File: src/rtl/lc3_mem_pkg.sv
// Shared constants for the LC-3 memory controller: MMIO map, FSM encoding, RAM write mask.
package lc3_mem_pkg;

    localparam logic [15:0] MMIO_BASE  = 16'hFE00;
    localparam logic [15:0] KBSR_A     = 16'hFE00;
    localparam logic [15:0] KBDR_A     = 16'hFE02;
    localparam logic [15:0] DSR_A      = 16'hFE04;
    localparam logic [15:0] DDR_A      = 16'hFE06;
    localparam logic [15:0] MCR_A      = 16'hFFFE;
    localparam logic [15:0] WMASK_FULL = 16'hFFFF;

    localparam logic [1:0] ST_IDLE   = 2'd0;
    localparam logic [1:0] ST_RAM_RD = 2'd1;
    localparam logic [1:0] ST_RAM_WR = 2'd2;
    localparam logic [1:0] ST_RESP   = 2'd3;

endpackage

File: src/rtl/lc3_mmio_regs.sv
// LC-3 memory-mapped device registers: keyboard (KBSR/KBDR), display (DSR/DDR) and MCR.
module lc3_mmio_regs
    import lc3_mem_pkg::*;
(
    input  logic        clk,
    input  logic        rst_n,
    input  logic        wr_en,
    input  logic [15:0] wr_addr,
    input  logic [15:0] wr_data,
    input  logic        rd_en,
    input  logic [15:0] rd_addr,
    output logic [15:0] rd_data,
    input  logic        kbd_valid,
    input  logic [7:0]  kbd_data,
    output logic        kbd_ready,
    output logic        dsp_valid,
    output logic [7:0]  dsp_data,
    input  logic        dsp_ready,
    output logic        halt
);

    logic        kbd_full_q, kbd_full_d;
    logic [7:0]  kbd_q, kbd_d;
    logic        ie_q, ie_d;
    logic        dsp_valid_q, dsp_valid_d;
    logic [7:0]  dsp_data_q, dsp_data_d;
    logic [15:0] mcr_q, mcr_d;

    always_comb begin
        // NOTE: every signal gets a hold default first so no path leaves it unassigned (no latch).
        kbd_full_d  = kbd_full_q;
        kbd_d       = kbd_q;
        ie_d        = ie_q;
        dsp_valid_d = dsp_valid_q;
        dsp_data_d  = dsp_data_q;
        mcr_d       = mcr_q;

        // Capture and KBDR-read clear are exclusive: capture needs kbd_full_q == 0.
        if (kbd_valid && !kbd_full_q) begin
            kbd_full_d = 1'b1;
            kbd_d      = kbd_data;
        end else if (rd_en && rd_addr == KBDR_A) begin
            kbd_full_d = 1'b0;
        end

        if (dsp_valid_q && dsp_ready) begin
            dsp_valid_d = 1'b0;
        end

        if (wr_en) begin
            case (wr_addr)
                KBSR_A: ie_d = wr_data[14];
                DDR_A: begin
                    // Judged on the old pending flag, so a write racing the drain is dropped.
                    if (!dsp_valid_q) begin
                        dsp_valid_d = 1'b1;
                        dsp_data_d  = wr_data[7:0];
                    end
                end
                MCR_A:   mcr_d = wr_data;
                default: ;
            endcase
        end
    end

    always_comb begin
        rd_data = 16'h0000;
        case (rd_addr)
            KBSR_A:  rd_data = {kbd_full_q, ie_q, 14'b0};
            KBDR_A:  rd_data = {8'h00, kbd_q};
            DSR_A:   rd_data = {~dsp_valid_q, 15'b0};
            MCR_A:   rd_data = mcr_q;
            default: rd_data = 16'h0000;
        endcase
    end

    // NOTE: state updates use non-blocking assignments; reset is synchronous, sampled on the clock.
    always_ff @(posedge clk) begin
        if (!rst_n) begin
            kbd_full_q  <= 1'b0;
            kbd_q       <= 8'h00;
            ie_q        <= 1'b0;
            dsp_valid_q <= 1'b0;
            dsp_data_q  <= 8'h00;
            mcr_q       <= 16'h8000;
        end else begin
            kbd_full_q  <= kbd_full_d;
            kbd_q       <= kbd_d;
            ie_q        <= ie_d;
            dsp_valid_q <= dsp_valid_d;
            dsp_data_q  <= dsp_data_d;
            mcr_q       <= mcr_d;
        end
    end

    assign kbd_ready = ~kbd_full_q;
    assign dsp_valid = dsp_valid_q;
    assign dsp_data  = dsp_data_q;
    assign halt      = ~mcr_q[15];

endmodule

File: src/rtl/lc3_mem_ctrl.sv
// LC-3 memory request controller: routes core accesses to the RAM helper or the local MMIO
// registers and returns exactly one response per accepted request.
module lc3_mem_ctrl
    import lc3_mem_pkg::*;
#(
    parameter int ADDR_W = 16,
    parameter int DATA_W = 16,
    parameter logic [ADDR_W-1:0] MMIO_BASE = lc3_mem_pkg::MMIO_BASE
) (
    input  logic              clk,
    input  logic              rst_n,
    input  logic              req_valid,
    output logic              req_ready,
    input  logic [ADDR_W-1:0] req_addr,
    input  logic [DATA_W-1:0] req_wdata,
    input  logic              req_we,
    output logic              resp_valid,
    output logic [DATA_W-1:0] resp_rdata,
    output logic [ADDR_W-1:0] ram_ridx,
    input  logic [DATA_W-1:0] ram_rdata,
    output logic [ADDR_W-1:0] ram_widx,
    output logic [DATA_W-1:0] ram_wdata,
    output logic [DATA_W-1:0] ram_wmask,
    output logic              ram_wen,
    input  logic              kbd_valid,
    input  logic [7:0]        kbd_data,
    output logic              kbd_ready,
    output logic              dsp_valid,
    output logic [7:0]        dsp_data,
    input  logic              dsp_ready,
    output logic              halt
);

    logic [1:0]        state_q, state_d;
    logic [ADDR_W-1:0] addr_q, addr_d;
    logic              we_q, we_d;
    logic              mmio_q, mmio_d;
    logic [ADDR_W-1:0] ridx_q, ridx_d;
    logic [ADDR_W-1:0] widx_q, widx_d;
    logic [DATA_W-1:0] rwdata_q, rwdata_d;

    logic              accept;
    logic              req_mmio;
    logic              mmio_wr;
    logic              mmio_rd;
    logic [15:0]       mmio_rdata;

    assign req_ready = (state_q == ST_IDLE);
    assign accept    = req_valid && req_ready;
    assign req_mmio  = (req_addr >= MMIO_BASE);

    // MMIO writes commit on the accept edge so the ack cycle already reflects them (e.g. halt).
    assign mmio_wr = accept && req_mmio && req_we;
    assign mmio_rd = (state_q == ST_RESP) && mmio_q && !we_q;

    always_comb begin
        state_d  = state_q;
        addr_d   = addr_q;
        we_d     = we_q;
        mmio_d   = mmio_q;
        ridx_d   = ridx_q;
        widx_d   = widx_q;
        rwdata_d = rwdata_q;

        case (state_q)
            ST_IDLE: begin
                if (accept) begin
                    addr_d = req_addr;
                    we_d   = req_we;
                    mmio_d = req_mmio;
                    if (req_mmio) begin
                        state_d = ST_RESP;
                    end else if (req_we) begin
                        state_d  = ST_RAM_WR;
                        widx_d   = req_addr;
                        rwdata_d = req_wdata;
                    end else begin
                        state_d = ST_RAM_RD;
                        ridx_d  = req_addr;
                    end
                end
            end
            ST_RAM_RD: state_d = ST_RESP;
            ST_RAM_WR: state_d = ST_IDLE;
            ST_RESP:   state_d = ST_IDLE;
            default:   state_d = ST_IDLE;
        endcase
    end

    always_ff @(posedge clk) begin
        if (!rst_n) begin
            state_q  <= ST_IDLE;
            addr_q   <= '0;
            we_q     <= 1'b0;
            mmio_q   <= 1'b0;
            ridx_q   <= '0;
            widx_q   <= '0;
            rwdata_q <= '0;
        end else begin
            state_q  <= state_d;
            addr_q   <= addr_d;
            we_q     <= we_d;
            mmio_q   <= mmio_d;
            ridx_q   <= ridx_d;
            widx_q   <= widx_d;
            rwdata_q <= rwdata_d;
        end
    end

    // rst_n gates the strobes so a reset cycle never writes RAM or emits a response.
    assign ram_wen    = rst_n && (state_q == ST_RAM_WR);
    assign ram_wmask  = ram_wen ? WMASK_FULL : '0;
    assign resp_valid = rst_n && (state_q == ST_RAM_WR || state_q == ST_RESP);
    assign ram_ridx   = ridx_q;
    assign ram_widx   = widx_q;
    assign ram_wdata  = rwdata_q;

    always_comb begin
        resp_rdata = '0;
        if (rst_n && state_q == ST_RESP && !we_q) begin
            resp_rdata = mmio_q ? mmio_rdata : ram_rdata;
        end
    end

    lc3_mmio_regs u_mmio (
        .clk       (clk),
        .rst_n     (rst_n),
        .wr_en     (mmio_wr),
        .wr_addr   (req_addr),
        .wr_data   (req_wdata),
        .rd_en     (mmio_rd),
        .rd_addr   (addr_q),
        .rd_data   (mmio_rdata),
        .kbd_valid (kbd_valid),
        .kbd_data  (kbd_data),
        .kbd_ready (kbd_ready),
        .dsp_valid (dsp_valid),
        .dsp_data  (dsp_data),
        .dsp_ready (dsp_ready),
        .halt      (halt)
    );

endmodule

File: config.mk
export PLATFORM = sky130hd
export DESIGN_NAME = lc3_mem_ctrl
export DESIGN_NICKNAME = d
export VERILOG_FILES = /design/src/rtl/lc3_mem_pkg.sv /design/src/rtl/lc3_mmio_regs.sv /design/src/rtl/lc3_mem_ctrl.sv
export SDC_FILE = /design/constraint.sdc
export NUM_CORES = 1
export LEC_CHECK = 0
export CORE_MARGIN = 8
export CORE_UTILIZATION = 45
export CTS_CLUSTER_SIZE = 14
export DETAILED_ROUTE_END_ITERATION = 8
export GPL_ROUTABILITY_DRIVEN = 0
export GPL_TIMING_DRIVEN = 0
export PLACE_DENSITY = 0.92
export SYNTH_ARGS = -nofsm -noshare
export SYNTH_HDL_FRONTEND = slang
export SYNTH_SLANG_ARGS = --single-unit
export TNS_END_PERCENT = 20
File: constraint.sdc
create_clock -name clk -period 3.6 [get_ports clk]
set_input_delay 1.08 -clock clk [delete_from_list [all_inputs] [get_ports clk]]
set_output_delay 1.08 -clock clk [all_outputs]
set_load 0.05 [all_outputs]
Yosys cells after proc, flatten, opt, wreduce, memory -nomap -nowiden
Cells that the tools add are included.

operators by class
  shift-type cells = 0
  reductions and logical operators = 24
  divide/modulo/power cells = 0
  multiply operators = 0
  mux-type cells = 14
  equal/unequal tests = 11
  bitwise gates (word level) = 5
  magnitude comparators = 1
  $add $sub $neg = 0

operator list
  operator                count
  $eq A16 B16 Y1 const B  7
  $pmux W16 S4            1
  $mux W16                3
  $ge A16 B16 Y1 const B  1
  $logic_and A1 B1 Y1     12
  $reduce_and A4 Y1       2
  $mux W1                 6
  $mux W2                 3
  $pmux W2 S3             1
  $reduce_and A2 Y1       3
  $not A1 Y1              5
  $eq A2 B2 Y1 const B    2
  $reduce_and A3 Y1       1
  $eq A2 B1 Y1 const B    1
  $logic_not A1 Y1        2
  $logic_not A2 Y1        1
  $ne A2 B1 Y1 const B    1
  $reduce_bool A2 Y1      1
  $reduce_or A2 Y1        1
  $logic_or A1 B1 Y1      1

word-level totals
  flip-flop bits (word level) = 103
  ROM bits = 0
  output and inout bits = 94
  input port bits = 62
  memories = 0
  latch bits = 0
  RAM bits = 0
  word-level logic and storage cells = 68

Depth between registers and ports, before layout
  word-level depth = 6
  mapped depth = 7
  mapped depth without buffers = 4

Hierarchy
A second synthesis with hierarchy kept.

unflattened totals
  cells, all modules = 519
  area total of the unflattened synthesis = 4664.5 sq um

modules (own cells, without submodules)
  module         cells an instance  times used  area an instance (sq um)  seq. area each (sq um)
  lc3_mem_ctrl   341                1           3011.6                    1361.3
  lc3_mmio_regs  178                1           1652.8                    700.7

Least setup slack after synthesis
OpenSTA, ideal clock, no wires.

  kind = input to output
  from = input port rst_n
  to = output port resp_rdata[15]
  slack = -0.179 ns
  arrival time = 2.699 ns
  path buffers = 0
  cell stages on the path = 4
  cells stage by stage = nand4b_1 > nor4_1 > o21ai_0 > o21ai_0

on the way
  word-level cells in the longest chain between the ends = 3

ends and longest elaborated chain
  item                              RTL line             source
  start: declaration                lc3_mem_ctrl.sv:11   input logic rst_n,
  $logic_and A1 B1 Y1 (2 in a row)  lc3_mem_ctrl.sv:120  if (rst_n && state_q == ST_RESP && !we_q) begin
  $mux W16                          lc3_mem_ctrl.sv:120
  end: declaration                  lc3_mem_ctrl.sv:18   output logic [DATA_W-1:0] resp_rdata,

No other way between the ends.

Worst setup path in the final report
  from = register addr_q[3]
  to = output port resp_rdata[1]

on the way
  word-level cells in the longest chain between the ends = 4

ends and longest elaborated chain
  item                      RTL line             source
  start: declaration        lc3_mem_ctrl.sv:35   logic [ADDR_W-1:0] addr_q, addr_d;
  start signal: assignment  lc3_mem_ctrl.sv:101  addr_q <= addr_d;
  $eq A16 B16 Y1            lc3_mmio_regs.sv:68  case (rd_addr)
  $pmux W16 S4 *            lc3_mmio_regs.sv:68
  $mux W16 *                lc3_mem_ctrl.sv:121  resp_rdata = mmio_q ? mmio_rdata : ram_rdata;
  $mux W16 *                lc3_mem_ctrl.sv:120

Mark *: on every way between the ends. The rest lies on a longest branch, timed or not.

==> metrics.md <==
| Metric | Value |
|---|---|
| Count of flip-flops with a built-in enable after synthesis | `0` |
| Fmax | `0.290 GHz` |
| Final worst slack | `154 ps` |
| I/O pins | `156` |
| Synth top cells by count | `dfxtp_1, nand2_1, a21oi_1` |
| Post-synth ARST share | `0%` |
| Synth Net Count | `586` |
| CP delay by family, top | `simple AND/OR/NAND/NOR gates` |
| Final WL | `14.9 mm` |
| CTS clk-pin slew, worst paths | `100 ps` |
| DP HPWL | `around 11 mm` |
| Max-Slew Margin vs Limit | `42.2%` |
| Cell Pwr Density | `388 mW/mm²` |
| 1st-pass router iterations | `5` |
| Top_reg_cell synth | `dfxtp_1` |
| Site row count | `36` |
| Overall overflow remaining after global route | `0` |
| Remaining DRCs | `0` |
| Crit path max-delay cell type | `or4_1` |
| RSZ-0062 raised after global routing | `no` |
| Clock skew | `9.46 ps` |
| Setup violators final | `0` |
| Root Buffer | `clkbuf_8` |
| Worst skew pair latency | `360 ps` |
| Largest net degree at the start of global routing | `19` |
| Number of buffers created by CTS | `9` |
| Power Total | `2.45 mW` |
| Reg-to-Reg Start | `state_q[0]` |
| Worst r2r path cells | `7` |
| Avg Vias per Cell | `5.52` |
| Count leader, synth | `dfxtp_1` |
| Initial Util | `45.5%` |
| #FFs+latches synth | `103` |
| # diodes | `0` |
| Critical Path Source | `addr_q[3]` |
| Max Slew Vio Count | `0` |
| Hold depth | `2` |
| Post-Syn Area per Cell | `8.38 µm²` |
| Final ANT Viol Nets | `0` |
| CP peak stage delay | `between 500 and 600 ps` |
| Top post-synthesis cells by area | `dfxtp_1, mux2i_1, a21oi_1` |
| Die W | `around 110 µm` |
| Crit path launch type | `flip-flop` |
| Design area | `0.00630 mm²` |
| Leak | `2.60 nW` |
| Synth area leader | `dfxtp_1` |
| Initial DRC count | `459` |
| Final hold vios | `0` |
| Netlist cell types | `37` |
| Buffers on Ports | `155` |
| Crit path to | `resp_rdata[1]` |
| Net count, final | `roughly 760` |
| Dpl cell area | `0.00611 mm²` |
| Required @ worst endpoint | `between 2000 and 3000 ps` |
| Longest Clk Path Bufs | `2` |
| Fin cells | `831` |
| Area Growth Syn to Fin | `43.5%` |
| Vias | `roughly 4,600` |
| Hold Crit Class | `flip-flop to flip-flop` |
| Mapped Cells | `between 500 and 600` |
| Critical-path cell list | `or4_1 > nor4_2 > clkbuf_2 > nand3_1 > a31oi_1 > buf_2` |
| Htree depth | `3` |
| Die Height | `115 µm` |
| Routed len/inst | `17.9 µm` |
| First-pass GRT wire length | `approximately 23 mm` |
| Arr. time, crit path | `2370 ps` |
| Setup total negative slack | `0 ps` |
| CTS Hold Bufs | `0` |
| FF-to-FF setup slack | `1310 ps` |
| Clock period minus worst slack | `3450 ps` |
| Status | `finished clean` |
| Maxcap violations | `0` |
| CP bufs+invs | `2` |
| Synth top area share | `47.0%` |
| Layout Utilization | `about two thirds` |
| Clock sinks | `103` |
| Pre-CTS setup slack | `-983 ps` |
| Worst ir drop on vdd | `0.235 mV` |
| Number of global-route vias before repair | `4,532` |
| CP Depth | `6` |
| CTS tree | `done` |
| Yosys warning total | `0` |
| Worst Hold Margin | `468 ps` |
| Critical R2R Capture | `ram_wdata[15]` |
| Fin crit share | `95.7%` |
| Core Area | `0.00964 mm²` |
| Die footprint | `0.0132 mm²` |
| Setup CP Type | `flip-flop to output pin` |
| Largest fanout on the critical path | `10` |
| Worst slew pin tran | `about 860 ps` |
| CP Capture Type | `output pin` |
| Initial antenna violation count | `0` |
| Layout cells sized above 1 | `13.3%` |
| Mapped cell area | `0.00439 mm²` |
| Placed insts | `between 800 and 900` |
| GRT Total Usage | `22.1%` |
| Register area share after synthesis | `47.0%` |
==> where the power goes <==
part           internal, mW  switching (mW)
logic                 0.194           0.301
registers              1.19          0.0289
clock network         0.329           0.407
total                  1.71           0.737
==> flip-flops by register name, indices dropped and copies added, names as in the netlist, 2 cells and up <==
signal	flops
addr_q	16
u_mmio.mcr_q	16
state_q	2
u_mmio.dsp_data	8
ram_widx	16
ram_ridx	16
ram_wdata	16
u_mmio.kbd_q	8
==> kinds of logic (layout without fill, tap and decap cells) <==
family                 Yosys count  count (layout)  share of synthesized area, %
DFF                            103             103                          47.0
AOI/OAI and AO/OA              107             107                          13.1
and+or+nand+nor                209             209                          22.1
buffers and inverters           57             231                          6.87
muxes                           48              48                          10.9
==> worst reg2reg max path, stage by stage (launching register included) <==
cell      delay, ps
dfxtp_1         320
buf_6           130
nor3b_1         510
buf_2           330
o211ai_1        260
buf_2           320
mux2i_1         250
nor2_1           60
==> layer usage <==
| metal | global-route usage, % | up-vias | routed length (µm) |
|---|---|---|---|
| li1 | - | 2141 | - |
| met1 | 24.8 | 2144 | 5650 |
| met2 | 38.6 | 264 | 7400 |
| met3 | 5.09 | 39 | 1320 |
| met4 | 11.0 | 0 | 521 |
| met5 | 0 | - | 0 |
==> worst min path at each step <==
stage	from	slack, ps	end
floorplan	addr_q[0]	430	addr_q[0]
global placement	addr_q[0]	440	addr_q[0]
detailed placement	addr_q[0]	450	addr_q[0]
CTS	u_mmio.kbd_q[5]	470	u_mmio.kbd_q[5]
global route	u_mmio.kbd_q[5]	490	u_mmio.kbd_q[5]
finish	u_mmio.kbd_q[2]	470	u_mmio.kbd_q[2]
==> cells in the final DEF, fill, tap and decap left out, drive strengths merged, types with 8 or more instances in the layout <==
cell           instances
inv                   10
o21ai                 30
nand2                 70
mux2i                 48
nand3                 45
clkdlybuf4s50        121
a31oi                  8
nor2                  59
clkdlybuf4s15         16
buf                   45
a21oi                 62
dfxtp                103
clkbuf                35
==> cell type report <==
cell class,instances,area [µm²]
clock buffers,9,124
multi-input cells,364,2060
fillers,778,3340
inverters,7,26.3
plain buffers,50,277
flip-flops and latches,103,2060
repair buffers,158,1510
well taps,133,166
clock inverters,7,77.6
==> timing repair <==
action | CTS | global route
gates resized for setup | 132 | 15
setup buffers | 1 | 2
setup endpoints to repair | 34 | 33
pin swaps | 1 | 1
Note: power is estimated with default switching activity, not from simulation.
==> RTL edit, RTL diff (config.mk and constraints unchanged) <==
Take the reset off `addr_q` and load it in a clocked block of its own.
--- a/src/rtl/lc3_mem_ctrl.sv
+++ b/src/rtl/lc3_mem_ctrl.sv
@@ -91,5 +91,4 @@
         if (!rst_n) begin
             state_q  <= ST_IDLE;
-            addr_q   <= '0;
             we_q     <= 1'b0;
             mmio_q   <= 1'b0;
@@ -99,5 +98,4 @@
         end else begin
             state_q  <= state_d;
-            addr_q   <= addr_d;
             we_q     <= we_d;
             mmio_q   <= mmio_d;
@@ -106,4 +104,8 @@
             rwdata_q <= rwdata_d;
         end
+    end
+
+    always_ff @(posedge clk) begin
+        addr_q <= addr_d;
     end
 
Formal check against the unedited RTL: same outputs for any inputs over 4 cycles, from zero or initial values and one cycle with rst_n low; that may be too few to reach the edited logic, so the function may still have changed.
==> RTL edit against the original RTL <==
  * Synthesized cell count shrank 12%
  * Clock power decreased by 13%
  * Total power fell by 4.1%
  * Sequential cell count is the same
  * Final cell count down 7.0%
  * Routed wire length shrank 11%
  * Combinational power is 7.7% lower
  * Count of clock-buffer cells in the layout increased by 1
  * Non-clock buffer count fell by 2
  * Synthesized area grew 0.51%
  * Worst setup slack worse by 0.11 ns
  * Final area increased by 0.99%
  * Critical endpoint is now resp_rdata[5]
  * Highest routed layer unchanged
==> RTL edit: results (changes against the original RTL) <==
- The data arrival at the endpoint of the critical path is 2.47 ns (was 2.37 ns).
- The hold path startpoint is ram_widx[5] (was u_mmio.kbd_q[2]).
- The reg2reg setup slack is 1.06 ns (was 1.31 ns).
- The depth of the most critical reg-to-reg path is 5 (was 7).
- The cell family with the largest share of critical-path delay is buffers and inverters (was simple AND/OR/NAND/NOR gates).
- The via count normalized by instance count was 5.06 (was 5.52).
- The number of global-route vias before repair is 4070 (was 4532).
- Top cells by area in the synthesized netlist: sky130_fd_sc_hd__dfxtp_1, sky130_fd_sc_hd__edfxtp_1, sky130_fd_sc_hd__mux2i_1 (was sky130_fd_sc_hd__dfxtp_1, sky130_fd_sc_hd__mux2i_1, sky130_fd_sc_hd__a21oi_1).
- The total routing usage reported by global routing is 0.201 (was 0.221).
- The number of synthesized flops with an enable pin is 16 (was 0).
- The measured slew at the worst slew-check pin is 1.03 ns (was 0.859 ns).
- The post-route clock skew is 0.00789 ns (was 0.00946 ns).
- The largest net degree at the start of global routing is 24 (was 19).
- The leakage dissipation is 0.00263 uW (was 0.00260 uW).
- The DRC marker count from the first detailed-route iteration is 207 (was 459).
- The sequential fraction of the synthesis area is 0.504 (was 0.470).
- The worst hold slack is 0.468 ns (about the same).
- The layout cell share with drive strength beyond 1 is 0.150 (was 0.133).
- Outcome: complete, no violations (unchanged).
- The routed wirelength normalized by instance count is 17.2 um (was 17.9 um).
- The longest individual stage delay on the worst path is 0.33 ns (was 0.57 ns).
- The pre-CTS setup slack was -1.09 ns (was -0.983 ns).
- The terminating pin of the worst hold path is ram_widx[5] (was u_mmio.kbd_q[2]).
- The maximum resistive drop on vdd is 0.000228 V (was 0.000235 V).
- The net count after synthesis was 522 (was 586).
- The critical path's slowest cell is sky130_fd_sc_hd__dlygate4sd2_1 (was sky130_fd_sc_hd__or4_1).
[RTL edit: cell count changes after synthesis, sizes merged, moves of 9 or more]
cell / delta
a21boi: +42
a21oi: -45
a22oi: +9
dfxtp: -16
edfxtp: +16
nand2: +19
nand2b: +9
nand3: -43
nor2: -44
nor2b: +44
o21ai: -29
[RTL edit: cell type report]
type,count,share of cell area
clock buffers,10,0.0216
inverters,7,0.00413
plain buffers,42,0.0399
clock inverters,6,0.00570
repair buffers,164,0.246
multi-input cells,308,0.308
flip-flops and latches,103,0.349
well taps,133,0.0262
[RTL edit: how the worst max path moves through the flow]
stage,start,slack (ns),endpoint
after floorplan,rst_n,-0.19,resp_rdata[4]
after global placement,rst_n,-0.97,ram_wmask[7]
after detailed placement,rst_n,-1.09,ram_wmask[12]
after CTS,addr_q[5],-0.05,resp_rdata[14]
after global routing,addr_q[3],-0.03,resp_rdata[1]
final,rst_n,0.05,resp_rdata[5]
[RTL edit: routing by layer]
layer / GRT usage / vias up / routed length [um]
met1: 0.220 / 1833 / 5240
met5: 0 / - / 0
met3: 0.0614 / 31 / 1260
met2: 0.351 / 161 / 6450
met4: 0.0911 / 0 / 348
li1: - / 1888 / -
[RTL edit: tightest hold or removal path: cells and delay by family (launching register included)]
kind	cells	cell delay, ns
and+or+nand+nor	1	0.05
AOI/OAI and AO/OA	1	0.06
DFF	1	0.32
[RTL edit: metrics by stage]
stage	instances	power, uW	cell area, um2
2_1_floorplan	460	1520	4410
3_3_place_gp	748	1710	6130
3_5_place_dp	748	1730	6130
4_1_cts	766	2360	6280
5_1_grt	773	2440	6360
6_report	773	2350	6360
[RTL edit: logic make-up after synthesis]
group | synth area share
AO/OA/AOI/OAI | 0.117
multiplexers | 0.0953
flip-flops | 0.504
buffers and inverters | 0.0618
AND/OR/NAND/NOR | 0.223
[RTL edit: power groups by stage]
stage / clock (uW) / sequential [uW] / combinational [uW]
finish: 643 / 1250 / 457
global route: 707 / 1250 / 486
CTS: 661 / 1250 / 454
detailed placement: 0 / 1270 / 453
global placement: 0 / 1270 / 443
floorplan: 0 / 1360 / 168
[RTL edit: what timing repair did]
action                                  in CTS  in global routing
gates resized for setup                    144                 16
pin swaps                                    2                  5
endpoints found under the setup margin      34                 16
buffers inserted                             2                  7
endpoints found under the hold margin        0                  0
